===== config.mk =====
export PLATFORM = sky130hd
export DESIGN_NAME = addsub_pipe_flat
export DESIGN_NICKNAME = d
export VERILOG_FILES = /design/src/rtl/addsub_pipe_if.sv /design/src/rtl/addsub_pipe.sv /design/src/flat_wrapper.sv
export SDC_FILE = /design/constraint.sdc
export NUM_CORES = 1
export LEC_CHECK = 0
export ABC_AREA = 0
export BUFFER_PORTS_ARGS = -buffer_cell sky130_fd_sc_hd__buf_2
export CORE_MARGIN = 2
export CORE_UTILIZATION = 35
export DETAILED_ROUTE_END_ITERATION = 10
export GPL_ROUTABILITY_DRIVEN = 0
export SLEW_MARGIN = 20
export SYNTH_ARGS = -nofsm -noshare
export SYNTH_HDL_FRONTEND = slang
export SYNTH_SLANG_ARGS = --single-unit

===== constraint.sdc =====
create_clock -name clk -period 3.6 [get_ports clk]
set_clock_uncertainty 0.15 [all_clocks]
set_input_delay 0.18 -clock clk [delete_from_list [all_inputs] [get_ports clk]]
set_output_delay 0.18 -clock clk [all_outputs]
set_load 0.02 [all_outputs]

===== src/rtl/addsub_pipe_if.sv =====
// Operand/result handshake bundle for addsub_pipe.
// master = producer of operations and consumer of results; slave = the pipeline.
interface addsub_pipe_if #(
  parameter int WIDTH = 64,
  parameter int TAG_W = 4
);
  logic             in_valid;
  logic             in_ready;
  logic [WIDTH-1:0] in_a;
  logic [WIDTH-1:0] in_b;
  logic             in_sub;
  logic [TAG_W-1:0] in_tag;
  logic             out_valid;
  logic             out_ready;
  logic [WIDTH-1:0] out_res;
  logic [TAG_W-1:0] out_tag;
  logic             out_z;
  logic             out_c;
  logic             out_o;
  logic             out_n;

  modport master (
    output in_valid, in_a, in_b, in_sub, in_tag, out_ready,
    input  in_ready, out_valid, out_res, out_tag, out_z, out_c, out_o, out_n
  );

  modport slave (
    input  in_valid, in_a, in_b, in_sub, in_tag, out_ready,
    output in_ready, out_valid, out_res, out_tag, out_z, out_c, out_o, out_n
  );
endinterface


===== src/rtl/addsub_pipe.sv =====
// Pipelined two's-complement adder/subtractor: one CHUNK-bit carry segment per stage,
// Z/C/O/N flags registered with the result, global stall on output back-pressure.
module addsub_pipe #(
  parameter int WIDTH = 64,
  parameter int CHUNK = 16,
  parameter int TAG_W = 4
) (
  input  logic         clk,
  input  logic         rst,
  addsub_pipe_if.slave bus
);
  localparam int LAT = WIDTH / CHUNK;

  logic adv;

  // Every stage moves together; a held result freezes the whole pipe.
  assign adv          = !g_stage[LAT-1].valid_q || bus.out_ready;
  assign bus.in_ready = adv;

  genvar gi;
  for (gi = 0; gi < LAT; gi++) begin : g_stage
    localparam int IN_W  = WIDTH - gi * CHUNK;
    localparam int RES_W = (gi + 1) * CHUNK;

    logic [IN_W-1:0]  a_src;
    logic [IN_W-1:0]  b_src;
    logic             c_src;
    logic             v_src;
    logic [TAG_W-1:0] t_src;
    logic [CHUNK:0]   sum;

    logic             valid_d, valid_q;
    logic             carry_d, carry_q;
    logic [TAG_W-1:0] tag_d, tag_q;
    logic [RES_W-1:0] res_d, res_q;

    // Operand B is inverted once at entry, so later stages are plain adders.
    if (gi == 0) begin : g_src
      assign a_src = bus.in_a;
      assign b_src = bus.in_sub ? ~bus.in_b : bus.in_b;
      assign c_src = bus.in_sub;
      assign v_src = bus.in_valid;
      assign t_src = bus.in_tag;
      always_comb res_d = sum[CHUNK-1:0];
    end else begin : g_src
      assign a_src = g_stage[gi-1].g_ops.a_q;
      assign b_src = g_stage[gi-1].g_ops.b_q;
      assign c_src = g_stage[gi-1].carry_q;
      assign v_src = g_stage[gi-1].valid_q;
      assign t_src = g_stage[gi-1].tag_q;
      always_comb res_d = {sum[CHUNK-1:0], g_stage[gi-1].res_q};
    end

    assign sum = {1'b0, a_src[CHUNK-1:0]} + {1'b0, b_src[CHUNK-1:0]}
               + {{CHUNK{1'b0}}, c_src};

    always_comb begin
      valid_d = v_src;
      carry_d = sum[CHUNK];
      tag_d   = t_src;
    end

    always_ff @(posedge clk) begin
      if (rst) begin
        valid_q <= 1'b0;
        carry_q <= 1'b0;
        tag_q   <= '0;
        res_q   <= '0;
      end else if (adv) begin
        valid_q <= valid_d;
        carry_q <= carry_d;
        tag_q   <= tag_d;
        res_q   <= res_d;
      end
    end

    // Only the not-yet-added operand chunks travel on, LSB-aligned to the next chunk.
    if (gi < LAT - 1) begin : g_ops
      logic [IN_W-CHUNK-1:0] a_d, a_q;
      logic [IN_W-CHUNK-1:0] b_d, b_q;

      always_comb begin
        a_d = a_src[IN_W-1:CHUNK];
        b_d = b_src[IN_W-1:CHUNK];
      end

      always_ff @(posedge clk) begin
        if (rst) begin
          a_q <= '0;
          b_q <= '0;
        end else if (adv) begin
          a_q <= a_d;
          b_q <= b_d;
        end
      end
    end

    // With B pre-inverted for subtraction, one overflow rule covers both operations.
    if (gi == LAT - 1) begin : g_flags
      logic z_d, z_q;
      logic o_d, o_q;

      always_comb begin
        z_d = (res_d == '0);
        o_d = (a_src[IN_W-1] == b_src[IN_W-1]) && (sum[CHUNK-1] != a_src[IN_W-1]);
      end

      always_ff @(posedge clk) begin
        if (rst) begin
          z_q <= 1'b0;
          o_q <= 1'b0;
        end else if (adv) begin
          z_q <= z_d;
          o_q <= o_d;
        end
      end
    end
  end

  assign bus.out_valid = g_stage[LAT-1].valid_q;
  assign bus.out_res   = g_stage[LAT-1].res_q;
  assign bus.out_tag   = g_stage[LAT-1].tag_q;
  assign bus.out_c     = g_stage[LAT-1].carry_q;
  assign bus.out_z     = g_stage[LAT-1].g_flags.z_q;
  assign bus.out_o     = g_stage[LAT-1].g_flags.o_q;
  assign bus.out_n     = g_stage[LAT-1].res_q[WIDTH-1];
endmodule

===== src/flat_wrapper.sv =====
// flat-port wrapper written by rule: the top's interface ports become plain ports
module addsub_pipe_flat 
#(
  parameter int WIDTH = 64,
  parameter int CHUNK = 16,
  parameter int TAG_W = 4
)
  (clk, rst, bus_in_valid, bus_in_a, bus_in_b, bus_in_sub, bus_in_tag, bus_out_ready, bus_in_ready, bus_out_valid, bus_out_res, bus_out_tag, bus_out_z, bus_out_c, bus_out_o, bus_out_n);
  addsub_pipe_if #(.WIDTH(WIDTH), .TAG_W(TAG_W)) bus_i ();
  input  logic clk;
  input  logic rst;
  input wire logic [$bits(bus_i.in_valid)-1:0] bus_in_valid;
  input wire logic [$bits(bus_i.in_a)-1:0] bus_in_a;
  input wire logic [$bits(bus_i.in_b)-1:0] bus_in_b;
  input wire logic [$bits(bus_i.in_sub)-1:0] bus_in_sub;
  input wire logic [$bits(bus_i.in_tag)-1:0] bus_in_tag;
  input wire logic [$bits(bus_i.out_ready)-1:0] bus_out_ready;
  output wire logic [$bits(bus_i.in_ready)-1:0] bus_in_ready;
  output wire logic [$bits(bus_i.out_valid)-1:0] bus_out_valid;
  output wire logic [$bits(bus_i.out_res)-1:0] bus_out_res;
  output wire logic [$bits(bus_i.out_tag)-1:0] bus_out_tag;
  output wire logic [$bits(bus_i.out_z)-1:0] bus_out_z;
  output wire logic [$bits(bus_i.out_c)-1:0] bus_out_c;
  output wire logic [$bits(bus_i.out_o)-1:0] bus_out_o;
  output wire logic [$bits(bus_i.out_n)-1:0] bus_out_n;
  assign bus_i.in_valid = bus_in_valid;
  assign bus_i.in_a = bus_in_a;
  assign bus_i.in_b = bus_in_b;
  assign bus_i.in_sub = bus_in_sub;
  assign bus_i.in_tag = bus_in_tag;
  assign bus_i.out_ready = bus_out_ready;
  assign bus_in_ready = bus_i.in_ready;
  assign bus_out_valid = bus_i.out_valid;
  assign bus_out_res = bus_i.out_res;
  assign bus_out_tag = bus_i.out_tag;
  assign bus_out_z = bus_i.out_z;
  assign bus_out_c = bus_i.out_c;
  assign bus_out_o = bus_i.out_o;
  assign bus_out_n = bus_i.out_n;
  addsub_pipe #(.WIDTH(WIDTH), .CHUNK(CHUNK), .TAG_W(TAG_W)) u_core (.clk(clk), .rst(rst), .bus(bus_i));
endmodule

# ---- Word-level counts from Yosys, hierarchy flattened
# Index checks and enable logic that the tools add are counted.
# W data, S select, Z words.
dict set report totals {
  register_bits 378
  latch_bits 0
  ramBits 0
  romBits 0
  input_bits 137
  output_inout_bits 74
  wordCells 40
  mem_count 0
}
dict set report classes {
  n_addsub 8
  n_mul 0
  div 0
  order_cmp 0
  eq_ne 2
  n_shift 0
  muxes 1
  n_bitwise 1
  n_reduce_logical 4
}
# cell count
set ops {}
lappend ops {{$add A16 B16 Y17} 4}
lappend ops {{$add A17 B1 Y17} 4}
lappend ops {{$logic_not A64 Y1} 1}
lappend ops {{$mux W64} 1}
lappend ops {{$not A64 Y64} 1}
lappend ops {{$eq A1 B1 Y1} 1}
lappend ops {{$logic_and A1 B1 Y1} 1}
lappend ops {{$logic_not A1 Y1} 1}
lappend ops {{$logic_or A1 B1 Y1} 1}
lappend ops {{$ne A1 B1 Y1} 1}

# ---- Longest topological paths before layout
# Gate-level depths: netlist of the first run.
dict set report depth {
  word_depth 4
  mapped_depth 13
  ltp_nobuf 12
}

# ---- Worst setup path before layout of the first run
# Ideal clock, no wire load.
dict set report synth_timing {
  kind {input to register}
  start {input bus_in_sub}
  end {register u_core.g_stage[0].res_q[15]}
  setup_ps 117
  t_arrival_ps 3400
  required_ps 3333
  setup_slack_ps -66
  stages 13
  n_path_buf 3
  path_cell_list {buf_2 > buf_1 > buf_1 > xor2_1 > ha_1 > and3_1 > a221o_1 > o221ai_1 > a21oi_1 > a211oi_1 > a21oi_1 > xor2_1 > a22o_1}
}
dict set report synth_via {
  elab_chain_cells 3
}
# item line_no
set synth_lines {}
lappend synth_lines {{start: declaration} flat_wrapper.sv:15} ;# input wire logic [$bits(bus_i.in_sub)-1:0] bus_in_sub;
lappend synth_lines {{$mux W64} addsub_pipe.sv:40} ;# assign b_src = bus.in_sub ? ~bus.in_b : bus.in_b;
lappend synth_lines {{$add A16 B16 Y17} addsub_pipe.sv:54} ;# assign sum = {1'b0, a_src[CHUNK-1:0]} + {1'b0, b_src[CHUNK-1:0]}
lappend synth_lines {{$add A17 B1 Y17 (*)} addsub_pipe.sv:55} ;# + {{CHUNK{1'b0}}, c_src};
lappend synth_lines {{end signal: assignment} addsub_pipe.sv:73} ;# res_q <= res_d;
lappend synth_lines {{end: declaration} addsub_pipe.sv:35} ;# logic [RES_W-1:0] res_d, res_q;
# Every way passes the cells marked *; elsewhere a longest branch is shown, timed or not.
# A chain may end at the register's enable or synchronous reset.

# ---- Worst setup path after layout of the first run
dict set report layout_timing {
  start {register u_core.g_stage[2].g_ops.b_q[0]}
  end {register u_core.g_stage[3].g_flags.z_q (netlist: u_core.bus.out_z)}
}
dict set report layout_via {
  elab_chain_cells 3
}
# item line_no
set layout_lines {}
lappend layout_lines {{start: declaration} addsub_pipe.sv:80} ;# logic [IN_W-CHUNK-1:0] b_d, b_q;
lappend layout_lines {{start signal: assignment} addsub_pipe.sv:90} ;# b_q <= '0;
lappend layout_lines {{start signal: assignment} addsub_pipe.sv:93} ;# b_q <= b_d;
lappend layout_lines {{$add A16 B16 Y17} addsub_pipe.sv:54}
lappend layout_lines {{$add A17 B1 Y17} addsub_pipe.sv:55}
lappend layout_lines {{$logic_not A64 Y1} addsub_pipe.sv:104} ;# z_d = (res_d == '0);
lappend layout_lines {{end signal: assignment} addsub_pipe.sv:113} ;# z_q <= z_d;
lappend layout_lines {{end: declaration} addsub_pipe.sv:100} ;# logic z_d, z_q;
# Every way passes these cells.

==> flow_summary.toml, run 1 <==
[run_status]
run_status = "completed"

[worst_hold_path]
holdCritPathClass = "in2reg"

[timing]
worst-slew-pin-transition_ns = 1.07
number_of_hold_violations_in_the_final_report = 0
finalSetupViolCount = 0
finalSetupTns_ns = 0
maximum_achievable_frequency_ghz = 0.303
worst_hold_slack_ns = 0.0349
slew_headroom_pct = 28.7
min_period_over_period_pct = 91.7
setup_repair_after_global_routing_missed_its_margin = "no"
final-max-slew-violation-count = 0
period_needed_ns = 3.30

[synth]
synth-seq-area-share_pct = 46.6
yosys.area_share.adder_pct = 5.49
ys.flop_type = "sky130_fd_sc_hd__dfxtp_1"
yosys_register_bits = 378
asyncSetResetFlopFracSynth_pct = 0
post_synth_inst_count = 2021
syn-cell-area_um2 = 16200
yosysUniqueCellTypes = 68
post_synth.cell_area_avg_um2 = 8.04
main_combinational_cell_family_by_area_after_synthesis = "simple AND/OR/NAND/NOR gates"
number_of_flops_mapped_to_enable_cells_by_yosys = 0
synth_mux_area_share_pct = 0.0693
synth-simple-area-share_pct = 20.5
synth_fp_nets = 2225
post_synthesis_share_of_cell_area_spent_on_xor_and_xnor_gates_pct = 5.66
synth-warning-count = 0
synth_compound_gate_area_share_pct = 18.1

[floorplan]
floorplan.initialDensity_pct = 35.6
core_um2 = 45600
die_height_um = 219
std_cell_rows = 78
design.portCount = 211
die_footprint_um2 = 48100
die_x_um = 219

[drt]
detail_route.wl_per_cell_um = 15.1
overall_via_count_from_detail_route = 14400
route.detailed.vias_per_inst = 4.96
postRouteAntennaNets = 0
first_pass_iters = 5
drt_first_iter_violations = 888
number_of_design_rule_violations_left_after_detail_routing = 0
final_routed_wirelength_across_all_metal_layers_um = 43700

[worst_setup_path]
critPathMaxFanout = 2
worst_r2r_endpoint = "u_core.bus.out_z$_SDFFE_PP0P_"
critical_path.startpoint = "u_core.g_stage[2].g_ops.b_q[0]$_SDFFE_PP0P_"
reg2reg_from = "u_core.g_stage[2].g_ops.b_q[0]$_SDFFE_PP0P_"
crit_path_start_kind = "register"
worst-endpoint-arrival_ns = 3.65
category_of_the_critical_setup_timing_path = "reg2reg"
rr_worst_depth = 11
crit_path_end_kind = "register"
required_ns = 3.95
setup.reg_to_reg.worst_slack_ns = 0.30
crit_path_to = "u_core.bus.out_z$_SDFFE_PP0P_"

[clocking]
cts.reportedPaths.clkPinSlew_ns = 0.06
clk_latency_ns = 0.56
clock_tree_from_tritoncts = "yes"
cts.htree.levels = 2
clockBufferDepth = 3
clkSinkCount = 378
post_cts.repair.setup_buffers = 0
hold_buffers = 116
post_cts_resize_count = 0
cts_made_buffers = 43
root_buffer = "sky130_fd_sc_hd__clkbuf_16"

[global_routing]
pin_count_of_the_biggest_net_entering_global_routing = 226
grt_ovf = 0
grt_first_pass_wirelength_um = 69700
initial_antenna_violation_count = 1
groute.usage.overall_pct = 17.8
grt_pass1_vias = 13600

[layout]
leading_cell_type_in_the_layout_fill_and_taps_excluded = "sky130_fd_sc_hd__nand2_1"
fillers = 4506
most-common-layout-cells = "603 x sky130_fd_sc_hd__nand2_1, 378 x sky130_fd_sc_hd__dfxtp_1, 327 x sky130_fd_sc_hd__a21oi_1, 208 x sky130_fd_sc_hd__buf_2, 116 x sky130_fd_sc_hd__dlygate4sd3_1"
diodes = 0
synthToLayoutAreaGrowth_pct = 24.6
final_core_util_pct = 44.4
multi_input_comb_area_um2 = 8100
layout.area.seq_um2 = 7570
finish.net_count = 2479
final_layout_size_suffix_gt1_share_pct = 13.1

[place]
total_of_buffers_placed_on_input_and_output_ports = 210
dpl_hpwl_um = 28800

[power]
peak_supply_drop_mv = 0.284
power.leakage_nw = 8.39
power_density_nw_per_um2 = 500

[flow_run]
maxCapViolations = 0
[cell type report]
| cell class | instances | area share (%) |
|---|---|---|
| inverter | 20 | 0.408 |
| sequential | 378 | 37.4 |
| multi-input combinational | 1490 | 40.0 |
| clock inverter | 7 | 0.340 |
| timing repair buffer | 342 | 11.7 |
| clock buffer | 65 | 6.38 |
| tap | 600 | 3.71 |
[flip-flops by register name, summed over array words and instances, names as in the netlist]
name,cells
u_core.bus.out_res,64
u_core.g_stage.carry_q,3
u_core.g_stage.res_q,96
u_core.g_stage.tag_q,12
u_core.bus.out_c,1
u_core.g_stage.g_ops.a_q,96
u_core.bus.out_o,1
u_core.g_stage.valid_q,3
u_core.bus.out_tag,4
u_core.bus.out_valid,1
u_core.g_stage.g_ops.b_q,96
u_core.bus.out_z,1
[power breakdown]
part           internal [W]  switching [W]  total [W]
logic              0.000570       0.000677    0.00125
registers           0.00446       0.000166    0.00463
clock network       0.00253        0.00170    0.00423
[layer usage]
| metal | GRT usage [%] | share of wire, % | vias to the layer above |
|---|---|---|---|
| li1 | - | - | 7364 |
| met1 | 25.3 | 50 | 6651 |
| met2 | 27.0 | 43 | 286 |
| met3 | 3.22 | 4.5 | 87 |
| met4 | 6.28 | 2.9 | 2 |
| met5 | 0 | 0.030 | - |
[synthesized netlist by cell type, drive strengths merged (3+ instances only)]
| master | instances | area [µm²] |
|---|---|---|
| or2 | 4 | 27.5 |
| a211oi | 67 | 503 |
| a2111oi | 4 | 36.3 |
| or3 | 9 | 61.3 |
| dfxtp | 378 | 7570 |
| clkbuf | 113 | 424 |
| ha | 60 | 751 |
| nand3b | 4 | 30.0 |
| a22o | 7 | 61.3 |
| nor2 | 107 | 407 |
| o2111ai | 4 | 35.0 |
| nor4 | 12 | 75.1 |
| nand2b | 6 | 37.5 |
| a31oi | 9 | 62.6 |
| xor2 | 25 | 219 |
| and3 | 8 | 51.3 |
| a21oi | 327 | 1640 |
| inv | 19 | 71.3 |
| nand4 | 5 | 31.3 |
| nor3b | 3 | 22.5 |
| o41a | 3 | 33.8 |
| fa | 7 | 140 |
| a21o | 14 | 105 |
| nand3 | 16 | 80.1 |
| nor2b | 5 | 31.3 |
| or4 | 5 | 37.5 |
| nor3 | 21 | 105 |
| o21bai | 4 | 30.0 |
| xnor2 | 80 | 701 |
| o31a | 3 | 27.5 |
| o211ai | 3 | 22.5 |
| o21ai | 25 | 125 |
| buf | 20 | 80.1 |
| nand2 | 603 | 2260 |
| o21a | 11 | 83.8 |
[worst max-delay path, stage by stage, from the launching register on]
cell	delay, ns
sky130_fd_sc_hd__dfxtp_1	0.36
sky130_fd_sc_hd__fa_1	0.23
sky130_fd_sc_hd__inv_1	0.07
sky130_fd_sc_hd__fa_1	0.50
sky130_fd_sc_hd__nor4b_1	0.22
sky130_fd_sc_hd__and4_1	0.23
sky130_fd_sc_hd__nand4_1	0.09
sky130_fd_sc_hd__or4_1	0.43
sky130_fd_sc_hd__nor4b_1	0.28
sky130_fd_sc_hd__o2111ai_1	0.15
sky130_fd_sc_hd__or4_1	0.41
sky130_fd_sc_hd__o21ai_1	0.12
[logic make-up (layout without fill, tap and decap cells)]
group                    after synthesis  in the layout
AND/OR/NAND/NOR                      817            817
buffers and inverters                153            434
multiplexers                           1              1
flip-flops                           378            378
AO/OA/AOI/OAI                        500            500
XOR/XNOR                             105            105
adder cells (fa/ha/maj)               67             67
[how the worst min path moves through the flow]
stage,startpoint,endpoint,slack (ns),cells past startpoint
after floorplan,bus_in_a[16],u_core.g_stage[0].g_ops.a_q[0]$_SDFFE_PP0P_,0.17,2
after global placement,bus_in_tag[2],u_core.g_stage[0].tag_q[2]$_SDFFE_PP0P_,0.28,3
after detailed placement,bus_in_a[39],u_core.g_stage[0].g_ops.a_q[23]$_SDFFE_PP0P_,0.28,3
after CTS,bus_in_a[2],u_core.g_stage[0].res_q[2]$_SDFFE_PP0P_,0.002,4
after global routing,bus_in_a[11],u_core.g_stage[0].res_q[11]$_SDFFE_PP0P_,0.05,5
final,bus_in_a[2],u_core.g_stage[0].res_q[2]$_SDFFE_PP0P_,0.03,4
[per-stage QoR]
stage                     std cells  worst slack, ns  total power, W  cell area, µm²
after detailed placement       2714            0.318         0.00586           17700
after global routing           2902           0.0596          0.0106           20200
after floorplan                2021           0.0960         0.00547           16200
after global placement         2714            0.364         0.00583           17700
after CTS                      2902            0.264          0.0102           20200
final                          2902            0.297          0.0101           20200
Power figures use the tool's default switching activity.
==> inputs of run 2 (changes only) <==
- BUFFER_PORTS_ARGS: -buffer_cell sky130_fd_sc_hd__buf_2 -> default
- DONT_BUFFER_PORTS: default -> 1
==> run 2 against run 1 <==
  * Sequential power up 1%
  * Sequential share of layout area down 1.1 points
  * Core utilization up 1.3 points
  * Setup slack worse by 0.072 ns
  * Critical endpoint is now u_core.g_stage[1].carry_q$_SDFFE_PP0P_
  * Largest cell class unchanged
==> flow_summary.toml, run 2 (synthesis results as in run 1) <==
[timing]
number_of_hold_violations_in_the_final_report = 0
finalSetupTns_ns = 0
maximum_achievable_frequency_ghz = 0.296
slew_headroom_pct = 32.6
setup_repair_after_global_routing_missed_its_margin = "no"
period_needed_ns = 3.38
min_period_over_period_pct = 93.8
final-max-slew-violation-count = 0
finalSetupViolCount = 0
worst_hold_slack_ns = 0.0139
worst-slew-pin-transition_ns = 1.01

[clocking]
cts.reportedPaths.clkPinSlew_ns = 0.06
clk_latency_ns = 0.56
cts.htree.levels = 2
clock_tree_from_tritoncts = "yes"
clkSinkCount = 378
cts_made_buffers = 43
post_cts.repair.setup_buffers = 0
clockBufferDepth = 3
root_buffer = "sky130_fd_sc_hd__clkbuf_16"

[worst_setup_path]
worst-endpoint-arrival_ns = 3.73
worst-path-buf-inv = 3
rr_worst_depth = 13
max_stage_delay_ns = 0.58
critPathMaxFanout = 3
setup.reg_to_reg.worst_slack_ns = 0.22
reg2reg_from = "u_core.g_stage[0].g_ops.b_q[0]$_SDFFE_PP0P_"
crit_path_end_kind = "register"
crit_path_start_kind = "register"
category_of_the_critical_setup_timing_path = "reg2reg"
worst_r2r_endpoint = "u_core.g_stage[1].carry_q$_SDFFE_PP0P_"
worst_path_max_delay_cell = "sky130_fd_sc_hd__dlygate4sd3_1"
required_ns = 3.95
cpLargestDelayFamily = "compound AO/OA/AOI/OAI gates"
worstPathCellList = "inv_1 -> fa_1 -> inv_1 -> fa_1 -> a21o_1 -> a21oi_2 -> o211ai_1 -> a41oi_2 -> o21ai_1 -> a31oi_2 -> nand3b_1 -> a221oi_1 -> dlygate4sd3_1"
critical_path_cell_count = 13

[global_routing]
grt_pass1_vias = 13800
pin_count_of_the_biggest_net_entering_global_routing = 190
initial_antenna_violation_count = 2
grt_ovf = 0
groute.usage.overall_pct = 18.5
grt_first_pass_wirelength_um = 72100

[drt]
overall_via_count_from_detail_route = 14200
final_routed_wirelength_across_all_metal_layers_um = 45000
drt_first_iter_violations = 964
detail_route.wl_per_cell_um = 15.8
route.detailed.vias_per_inst = 5.01
number_of_design_rule_violations_left_after_detail_routing = 0
postRouteAntennaNets = 0
first_pass_iters = 5

[run_status]
run_status = "completed"

[floorplan]
floorplan.initialDensity_pct = 35.6
std_cell_rows = 78
die_height_um = 219
die_x_um = 219
core_um2 = 45600
design.portCount = 211
die_footprint_um2 = 48100

[flow_run]
maxCapViolations = 0

[layout]
finish.net_count = 2414
synthToLayoutAreaGrowth_pct = 28.2
most-common-layout-cells = "603 x sky130_fd_sc_hd__nand2_1, 378 x sky130_fd_sc_hd__dfxtp_1, 326 x sky130_fd_sc_hd__a21oi_1, 262 x sky130_fd_sc_hd__dlygate4sd3_1, 105 x sky130_fd_sc_hd__nor2_1"
final_layout_size_suffix_gt1_share_pct = 4.86
top_regs = "u_core.g_stage.g_ops.a_q: 96 flops, u_core.g_stage.g_ops.b_q: 96 flops, u_core.g_stage.res_q: 96 flops"
leading_cell_type_in_the_layout_fill_and_taps_excluded = "sky130_fd_sc_hd__nand2_1"

[worst_hold_path]
timing.hold.worst_endpoint = "u_core.bus.out_res[33]$_SDFFE_PP0P_"
hold-path-cell-count = 2
holdCritStartpoint = "rst"
holdCritPathClass = "in2reg"

[power]
power.leakage_nw = 8.49
p_total_w = 0.0106
power_density_nw_per_um2 = 510
peak_supply_drop_mv = 0.300

[place]
total_of_buffers_placed_on_input_and_output_ports = 0
dpl_hpwl_um = 27800
run 2: changes by cell type in the layout (fill, tap and decap cells not counted), sizes merged:
cell / previous run / this run
clkbuf: 65 / 56
bufinv: 1 / 7
diode: 0 / 1
clkinv: 4 / 10
dlygate4sd3: 116 / 262
inv: 21 / 23
clkinvlp: 1 / 4
buf: 226 / 15
run 2: area by class of cell:
type	instances	area (µm²)
Inverter	20	82.6
Clock inverter	24	324
Tap cell	600	751
Multi-Input combinational cell	1490	8120
Timing Repair Buffer	277	2770
Sequential cell	378	7570
Fill cell	4432	24800
Clock buffer	56	1200
Antenna cell	1	2.50
run 2: worst register-to-register path, cell delays in order, from the launching register on:
cell and delay (ns):
sky130_fd_sc_hd__dfxtp_1 0.31, sky130_fd_sc_hd__inv_1 0.06, sky130_fd_sc_hd__fa_1 0.44, sky130_fd_sc_hd__inv_1 0.08, sky130_fd_sc_hd__fa_1 0.21, sky130_fd_sc_hd__a21o_1 0.15
sky130_fd_sc_hd__a21oi_2 0.09, sky130_fd_sc_hd__o211ai_1 0.28, sky130_fd_sc_hd__a41oi_2 0.20, sky130_fd_sc_hd__o21ai_1 0.19, sky130_fd_sc_hd__a31oi_2 0.13, sky130_fd_sc_hd__nand3b_1 0.17
sky130_fd_sc_hd__a221oi_1 0.27, sky130_fd_sc_hd__dlygate4sd3_1 0.58
run 2: worst max-delay path by stage:
stage | slack [ns] | from | end
after floorplan | 0.1 | bus_in_sub | u_core.g_stage[0].res_q[15]$_SDFFE_PP0P_
after global placement | 0.36 | u_core.g_stage[2].g_ops.b_q[0]$_SDFFE_PP0P_ | u_core.bus.out_z$_SDFFE_PP0P_
after detailed placement | 0.29 | u_core.g_stage[2].g_ops.b_q[0]$_SDFFE_PP0P_ | u_core.bus.out_z$_SDFFE_PP0P_
after CTS | 0.11 | u_core.g_stage[0].g_ops.b_q[0]$_SDFFE_PP0P_ | u_core.g_stage[1].carry_q$_SDFFE_PP0P_
after global routing | 0.0009 | u_core.g_stage[0].g_ops.b_q[0]$_SDFFE_PP0P_ | u_core.g_stage[1].carry_q$_SDFFE_PP0P_
final | 0.22 | u_core.g_stage[0].g_ops.b_q[0]$_SDFFE_PP0P_ | u_core.g_stage[1].carry_q$_SDFFE_PP0P_
run 2: per-layer routing:
layer	wire length, µm	GRT usage [%]	up-vias
met4	1010	5.29	2
li1	-	-	7233
met5	16	0	-
met3	2920	4.77	79
met1	21200	25.4	6664
met2	19800	28.6	271
run 2: report_power, final:
| part | switching (W) | internal (W) | leakage (nW) |
|---|---|---|---|
| registers | 0.000218 | 0.00446 | 3.11 |
| clock network | 0.00183 | 0.00288 | 0.746 |
| logic | 0.000584 | 0.000655 | 4.64 |
run 2: through the flow:
| stage | instance area (µm²) | util [%] | setup WS (ns) | instances |
|---|---|---|---|---|
| after floorplan | 16200 | - | 0.0960 | 2021 |
| after global placement | 16600 | 36.5 | 0.360 | 2502 |
| after detailed placement | 16600 | 36.5 | 0.289 | 2502 |
| after CTS | 20800 | 45.6 | 0.106 | 2845 |
| after global routing | 20800 | 45.7 | 0.000920 | 2846 |
| final | 20800 | 45.7 | 0.225 | 2846 |
run 2: timing repair:
item,in CTS,in global routing
hold buffers,263,0
hold endpoints to repair,378,0
setup endpoints to repair,0,2
gates resized for setup,0,4
